<file path="config.mk">
export PLATFORM = sky130hd
export DESIGN_NAME = bcd_input_frontend
export DESIGN_NICKNAME = d
export VERILOG_FILES = /design/src/rtl/bcd_input_frontend.sv
export SDC_FILE = /design/constraint.sdc
export NUM_CORES = 1
export LEC_CHECK = 0
export CAP_MARGIN = 20
export CORE_ASPECT_RATIO = 0.75
export CORE_MARGIN = 2
export CORE_UTILIZATION = 53
export DETAILED_ROUTE_END_ITERATION = 7
export PLACE_DENSITY = 0.72
export SLEW_MARGIN = 20
export SYNTH_ARGS = -nofsm -noshare
export SYNTH_HDL_FRONTEND = slang
export SYNTH_HIERARCHICAL = 1
export SYNTH_SLANG_ARGS = --single-unit
</file>
<file path="constraint.sdc">
create_clock -name clk -period 1.9 [get_ports clk]
set_input_delay 0.38 -clock clk [delete_from_list [all_inputs] [get_ports clk]]
set_output_delay 0.38 -clock clk [all_outputs]
set_load 0.01 [all_outputs]
</file>
<file path="src/rtl/bcd_input_frontend.sv">
// Input conditioning for the BCD up/down counter: per-bit synchronisers, three debounce
// channels, a one-pulse-per-press enter FSM and the count-enable tick prescaler.

module bcd_debounce #(
  parameter int WIDTH     = 1,
  parameter int DB_CYCLES = 16
) (
  input  logic             clk,
  input  logic             rst,
  input  logic [WIDTH-1:0] synced,
  input  logic [WIDTH-1:0] incoming,
  output logic [WIDTH-1:0] stable
);
  localparam int CW = $clog2(DB_CYCLES);

  logic [CW-1:0]    cnt_reg;
  logic [WIDTH-1:0] stable_reg;

  // incoming is the value synced takes next cycle, so a mismatch restarts the count
  // in the same cycle the synced word actually moves.
  always_ff @(posedge clk or posedge rst) begin
    if (rst) begin
      cnt_reg    <= '0;
      stable_reg <= '0;
    end else if ((synced == stable_reg) || (incoming != synced)) begin
      cnt_reg <= '0;
    end else if (cnt_reg == CW'(DB_CYCLES - 1)) begin
      stable_reg <= synced;
      cnt_reg    <= '0;
    end else begin
      cnt_reg <= cnt_reg + CW'(1);
    end
  end

  assign stable = stable_reg;
endmodule

module bcd_input_frontend #(
  parameter int SYNC_STAGES = 2,
  parameter int DB_CYCLES   = 16,
  parameter int TICK_DIV    = 50000000
) (
  input  logic       clk,
  input  logic       rst,
  input  logic       btn_enter_i,
  input  logic       sw_mode_i,
  input  logic [3:0] sw_load_i,
  output logic       enter,
  output logic       mode,
  output logic [3:0] load,
  output logic       tick
);
  localparam int PW = $clog2(TICK_DIV);

  typedef enum logic [1:0] {IDLE, PRESS, HELD} state_t;

  // Bit layout: [0] enter button, [1] mode switch, [5:2] load switches.
  logic [5:0] raw;
  logic [5:0] synced;
  logic [5:0] incoming;

  assign raw = {sw_load_i, sw_mode_i, btn_enter_i};

  genvar gi;
  generate
    for (gi = 0; gi < 6; gi++) begin : g_sync
      logic [SYNC_STAGES-1:0] chain_reg;

      always_ff @(posedge clk or posedge rst) begin
        if (rst) chain_reg <= '0;
        else     chain_reg <= {chain_reg[SYNC_STAGES-2:0], raw[gi]};
      end

      assign synced[gi]   = chain_reg[SYNC_STAGES-1];
      assign incoming[gi] = chain_reg[SYNC_STAGES-2];
    end
  endgenerate

  logic       enter_stable;
  logic       mode_stable;
  logic [3:0] load_stable;

  bcd_debounce #(.WIDTH(1), .DB_CYCLES(DB_CYCLES)) u_db_enter (
    .clk      (clk),
    .rst      (rst),
    .synced   (synced[0]),
    .incoming (incoming[0]),
    .stable   (enter_stable)
  );

  bcd_debounce #(.WIDTH(1), .DB_CYCLES(DB_CYCLES)) u_db_mode (
    .clk      (clk),
    .rst      (rst),
    .synced   (synced[1]),
    .incoming (incoming[1]),
    .stable   (mode_stable)
  );

  bcd_debounce #(.WIDTH(4), .DB_CYCLES(DB_CYCLES)) u_db_load (
    .clk      (clk),
    .rst      (rst),
    .synced   (synced[5:2]),
    .incoming (incoming[5:2]),
    .stable   (load_stable)
  );

  logic       mode_reg;
  logic [3:0] load_reg;

  // Non-BCD switch settings are clamped so the counter only ever sees 0..9.
  always_ff @(posedge clk or posedge rst) begin
    if (rst) begin
      mode_reg <= 1'b0;
      load_reg <= 4'd0;
    end else begin
      mode_reg <= mode_stable;
      load_reg <= (load_stable > 4'd9) ? 4'd9 : load_stable;
    end
  end

  state_t state_reg;
  logic   enter_reg;
  logic   press_start;

  assign press_start = (state_reg == IDLE) && enter_stable;

  always_ff @(posedge clk or posedge rst) begin
    if (rst) begin
      state_reg <= IDLE;
      enter_reg <= 1'b0;
    end else begin
      enter_reg <= 1'b0;
      case (state_reg)
        IDLE: begin
          if (press_start) begin
            state_reg <= PRESS;
            enter_reg <= 1'b1;
          end
        end
        PRESS:   state_reg <= HELD;
        HELD:    if (!enter_stable) state_reg <= IDLE;
        default: state_reg <= IDLE;
      endcase
    end
  end

  logic [PW-1:0] cnt_reg;
  logic          tick_reg;

  // Restarting on the press keeps enter and tick exclusive and gives a full period
  // before the first count step after a load.
  always_ff @(posedge clk or posedge rst) begin
    if (rst) begin
      cnt_reg  <= '0;
      tick_reg <= 1'b0;
    end else if (press_start) begin
      cnt_reg  <= '0;
      tick_reg <= 1'b0;
    end else begin
      tick_reg <= (cnt_reg == PW'(TICK_DIV - 1));
      cnt_reg  <= (cnt_reg == PW'(TICK_DIV - 1)) ? '0 : cnt_reg + PW'(1);
    end
  end

  assign enter = enter_reg;
  assign mode  = mode_reg;
  assign load  = load_reg;
  assign tick  = tick_reg;
endmodule
</file>
==> results.txt <==
The number of primary I/O pins is 15, and the number of buffers created by CTS is 9. The worst register-to-register path ends at cnt_reg[18]$_DFF_PP0_. The tools report the aggregate global routing overflow as 0. The DRC violation total after the first TritonRoute iteration was 113; the sum of negative setup slack was 0 ns.

For the worst reg-to-reg setup slack, the log shows 0.03 ns. The mapped cell area came out at 2850 µm². Hold repair after CTS inserted 0 buffers.

The measured slew at the worst slew-check pin is 0.405 ns. The tools report the number of instances in the synthesized netlist as 254. For the worst flop-to-flop path, the logic depth is 5. The met2 capacity usage during global routing came out at 0.290. Routed wire length: 5430 µm. Routability-driven placement finished with a final weighted congestion of 0.801.

The synthesis-to-layout area growth was 23.9%; the clock edge transition at the registers on the reported setup and hold paths was 0.07 ns. The run gives 0.205 as the global-route usage over all layers. Summing over every cut layer, the via total after detailed routing is 2061.

The register bit count reported by yosys was 65. The tools report the worst setup path endpoint as cnt_reg[18]$_DFF_PP0_. The achievable frequency is 0.536 GHz, and the remaining number of nets flagged by the antenna check after routing is 0.

Count of distinct cell types in the synthesized netlist: 41. The length of the first detailed-routing pass in iterations was 4; the wire length of the first global-routing pass was 8910 µm. Counting the fill cells in the layout gives 397. After global routing, the most crowded layer is met2.

Across the run, the number of max-cap violations was 0. For the starting density of the core, the log shows 0.541. For the worst-skew pair, the clock arrives at the later sink with an insertion delay of 0.34 ns. Setup violations remaining at the end of the flow were counted as 0. The die is 67.5 µm tall.

Dividing the detail-routed wire length by the instance count gives 14.3 µm. The post-route fraction of the period consumed by the critical path works out to 0.982. TritonCTS built the clock tree. The via density per instance works out to 5.42. The flip-flop count of the largest register, all copies and words added is 26.

For this run, design rule violations remaining after detail routing come to 0. Final hold analysis gives a worst-case slack of 0.397 ns. The worst setup path is captured at a register. The run finished with clean final reports.

In this run the number of cells on the critical path is 5. The kind of critical path is register to register. The count of yosys warnings during synthesis was 6; the maximum root-to-sink buffer count was 2.

In this run the number of H-tree levels came out at 3. For this design the ratio of total power to cell area is 801 nW/µm². For the worst setup path, the data arrival time is 2.14 ns. The count of endpoints failing hold in the final timing report was 0; the number of antenna violations at the first check in global routing was 0. Once layout is complete, the cells apart from fillers number 380.

For the maximum number of pins on one net before global-route repair, the log shows 48. For the number of pins with negative max-slew slack in the final report, the log shows 0. The critical path goes through nand3_2 -> or4_4 -> buf_6 -> or3_2 -> a21oi_2.

The run gives 0.670 as the utilization after layout. IR analysis of the VDD net gives a maximum drop of 0.423 mV. The static power due to leakage was 1.54 nW; the overall die area was 5980 µm². Among cell families on the critical path, the largest total delay comes from simple AND/OR/NAND/NOR gates.

The post-route minimum period was 1.87 ns; the standard cell core area was 5270 µm². The number of antenna diodes in the final layout is 0. Biggest fanout along the worst timing path: 6. The number of standard-cell rows in the floorplan was 23; the number of clock sinks was 65. The number of port buffers is 14, and the number of buffer and inverter stages on the critical path is 1.

Launching element type of the critical path: a register. Floorplan die width: 88.7 µm. At the worst endpoint, the required time is 2.17 ns. On the worst path, the slowest cell contributes a delay of 0.57 ns. The worst-case headroom to the max-slew limit was 0.727. Setup repair after global routing could not meet its margin everywhere. The origin of the worst setup path was cnt_reg[5]$_DFF_PP0_.

The number of nets handed over by synthesis was 267. The startpoint of the lowest-slack register-to-register path is cnt_reg[5]$_DFF_PP0_. The tools report the register area share after synthesis as 0.571. The tools report the cell at the root of the clock tree as clkbuf_8.

The proportion of layout cells with a drive suffix above 1 was 0.249; the number of nets in the final layout was 314. Clock skew on the completed layout was measured at 0.00408 ns. The met1 track demand over resource in global routing came out at 0.286.

Each instance of the synthesized netlist takes up on average 11.2 µm². After legalization and detailed placement, the total HPWL measured 3730 µm. For this design, the slowest cell found on the critical path is or4_4. Met3 global-route usage: 0.0636. Once placement completed, the tool counted placed cells totaling 362. Via count of the first global-routing pass: 1889. The tightest min-delay check is of the register to register type.
## worst min path at each step
stage                                           from                          endpoint  slack, ns  depth (start not counted)
floorplan                                        rst   u_db_enter/cnt_reg[0]$_DFF_PP0_       0.16                          1
global placement    g_sync[2].chain_reg[0]$_DFF_PP0_  g_sync[2].chain_reg[1]$_DFF_PP0_       0.38                          0
detailed placement  g_sync[2].chain_reg[0]$_DFF_PP0_  g_sync[2].chain_reg[1]$_DFF_PP0_       0.38                          0
CTS                                              rst   u_db_enter/cnt_reg[1]$_DFF_PP0_       0.40                          2
global route        g_sync[5].chain_reg[0]$_DFF_PP0_  g_sync[5].chain_reg[1]$_DFF_PP0_       0.41                          0
finish              g_sync[2].chain_reg[0]$_DFF_PP0_  g_sync[2].chain_reg[1]$_DFF_PP0_       0.40                          0
## area by class of cell
class	instances	area, µm²	area share
clock inverters	6	60.1	0.0170
clock buffers	9	124	0.0351
flip-flops and latches	65	1630	0.461
repair buffers	43	383	0.108
multi-input cells	173	1210	0.343
inverters	9	33.8	0.00957
well taps	75	93.8	0.0266
## power by group
group	internal, W	switching [W]
Clock	0.000590	0.000514
Combinational	0.000117	0.000149
Sequential	0.00143	0.0000324
## timing repair
item                                    in CTS  in global routing
endpoints found under the setup margin       6                 25
gates resized for setup                      1                 14
buffers inserted                             1                  1
pin swaps                                    1                 11
cloned                                       0                  1
## synthesized netlist by cell type
cell type | n | area share
clkbuf_2 | 1 | 0.0018
nor3b_2 | 3 | 0.013
and3_1 | 2 | 0.0044
and2_1 | 2 | 0.0044
inv_1 | 9 | 0.012
xnor2_1 | 13 | 0.040
a21o_1 | 2 | 0.0053
nor2_1 | 18 | 0.024
nand2b_1 | 3 | 0.0066
mux2i_1 | 1 | 0.0035
a311oi_2 | 2 | 0.011
nor3_1 | 3 | 0.0053
ha_1 | 5 | 0.022
nand3b_1 | 1 | 0.0026
o211ai_1 | 2 | 0.0053
xor2_1 | 10 | 0.031
or2_2 | 1 | 0.0022
or3_2 | 6 | 0.016
or4_1 | 6 | 0.016
nand4_1 | 5 | 0.011
nor4bb_1 | 1 | 0.0035
nor2b_1 | 4 | 0.0088
nand2_1 | 15 | 0.020
nand3_1 | 13 | 0.023
and4_1 | 2 | 0.0061
nand4_2 | 1 | 0.0044
clkbuf_1 | 5 | 0.0066
or3_1 | 3 | 0.0066
nor4_2 | 1 | 0.0044
nor3b_1 | 2 | 0.0053
o21ai_0 | 13 | 0.023
nand3_2 | 1 | 0.0035
a21oi_1 | 13 | 0.023
o31ai_1 | 4 | 0.011
nor4_1 | 5 | 0.011
a31oi_1 | 2 | 0.0044
o22a_1 | 2 | 0.0061
buf_2 | 1 | 0.0018
dfrtp_1 | 65 | 0.57
mux2_2 | 4 | 0.016
nor4b_1 | 2 | 0.0061
## cell usage in the layout, fill, tap and decap left out, types with 5 or more instances in the layout
| cell | Yosys | final |
|---|---|---|
| a21oi_1 | 13 | 7 |
| a21oi_2 | 0 | 6 |
| buf_4 | 0 | 23 |
| clkbuf_8 | 0 | 9 |
| clkdlybuf4s50_1 | 0 | 14 |
| dfrtp_1 | 65 | 65 |
| ha_1 | 5 | 5 |
| inv_1 | 9 | 8 |
| nand2_1 | 15 | 15 |
| nand3_1 | 13 | 12 |
| nand4_1 | 5 | 5 |
| nor2_1 | 18 | 18 |
| nor4_1 | 5 | 5 |
| o21ai_0 | 13 | 13 |
| or3_2 | 6 | 6 |
| xnor2_1 | 13 | 13 |
| xor2_1 | 10 | 10 |
## per-stage QoR
stage | instance area [µm²] | setup WS, ns | power [W]
6_report | 3530 | 0.0340 | 0.00283
5_1_grt | 3530 | -0.0163 | 0.00295
4_1_cts | 3460 | -0.000674 | 0.00285
3_5_place_dp | 3270 | -0.0171 | 0.00174
3_3_place_gp | 3270 | 0.00504 | 0.00173
2_1_floorplan | 2850 | 0.00438 | 0.00163
## layer usage
| layer | vias up | wire, µm |
|---|---|---|
| met5 | - | 0 |
| met4 | 0 | 57 |
| met3 | 6 | 240 |
| met2 | 46 | 2410 |
| met1 | 1005 | 2720 |
| li1 | 1004 | - |
## kinds of logic after synthesis
logic type / share of synthesized area
DFF: 0.571
AOI/OAI and AO/OA: 0.0878
xor gates and xnor gates: 0.0707
adders and majority gates: 0.0220
and+or+nand+nor: 0.207
muxes: 0.0193
buffers and inverters: 0.0220
(Power assumes the default switching activity.)
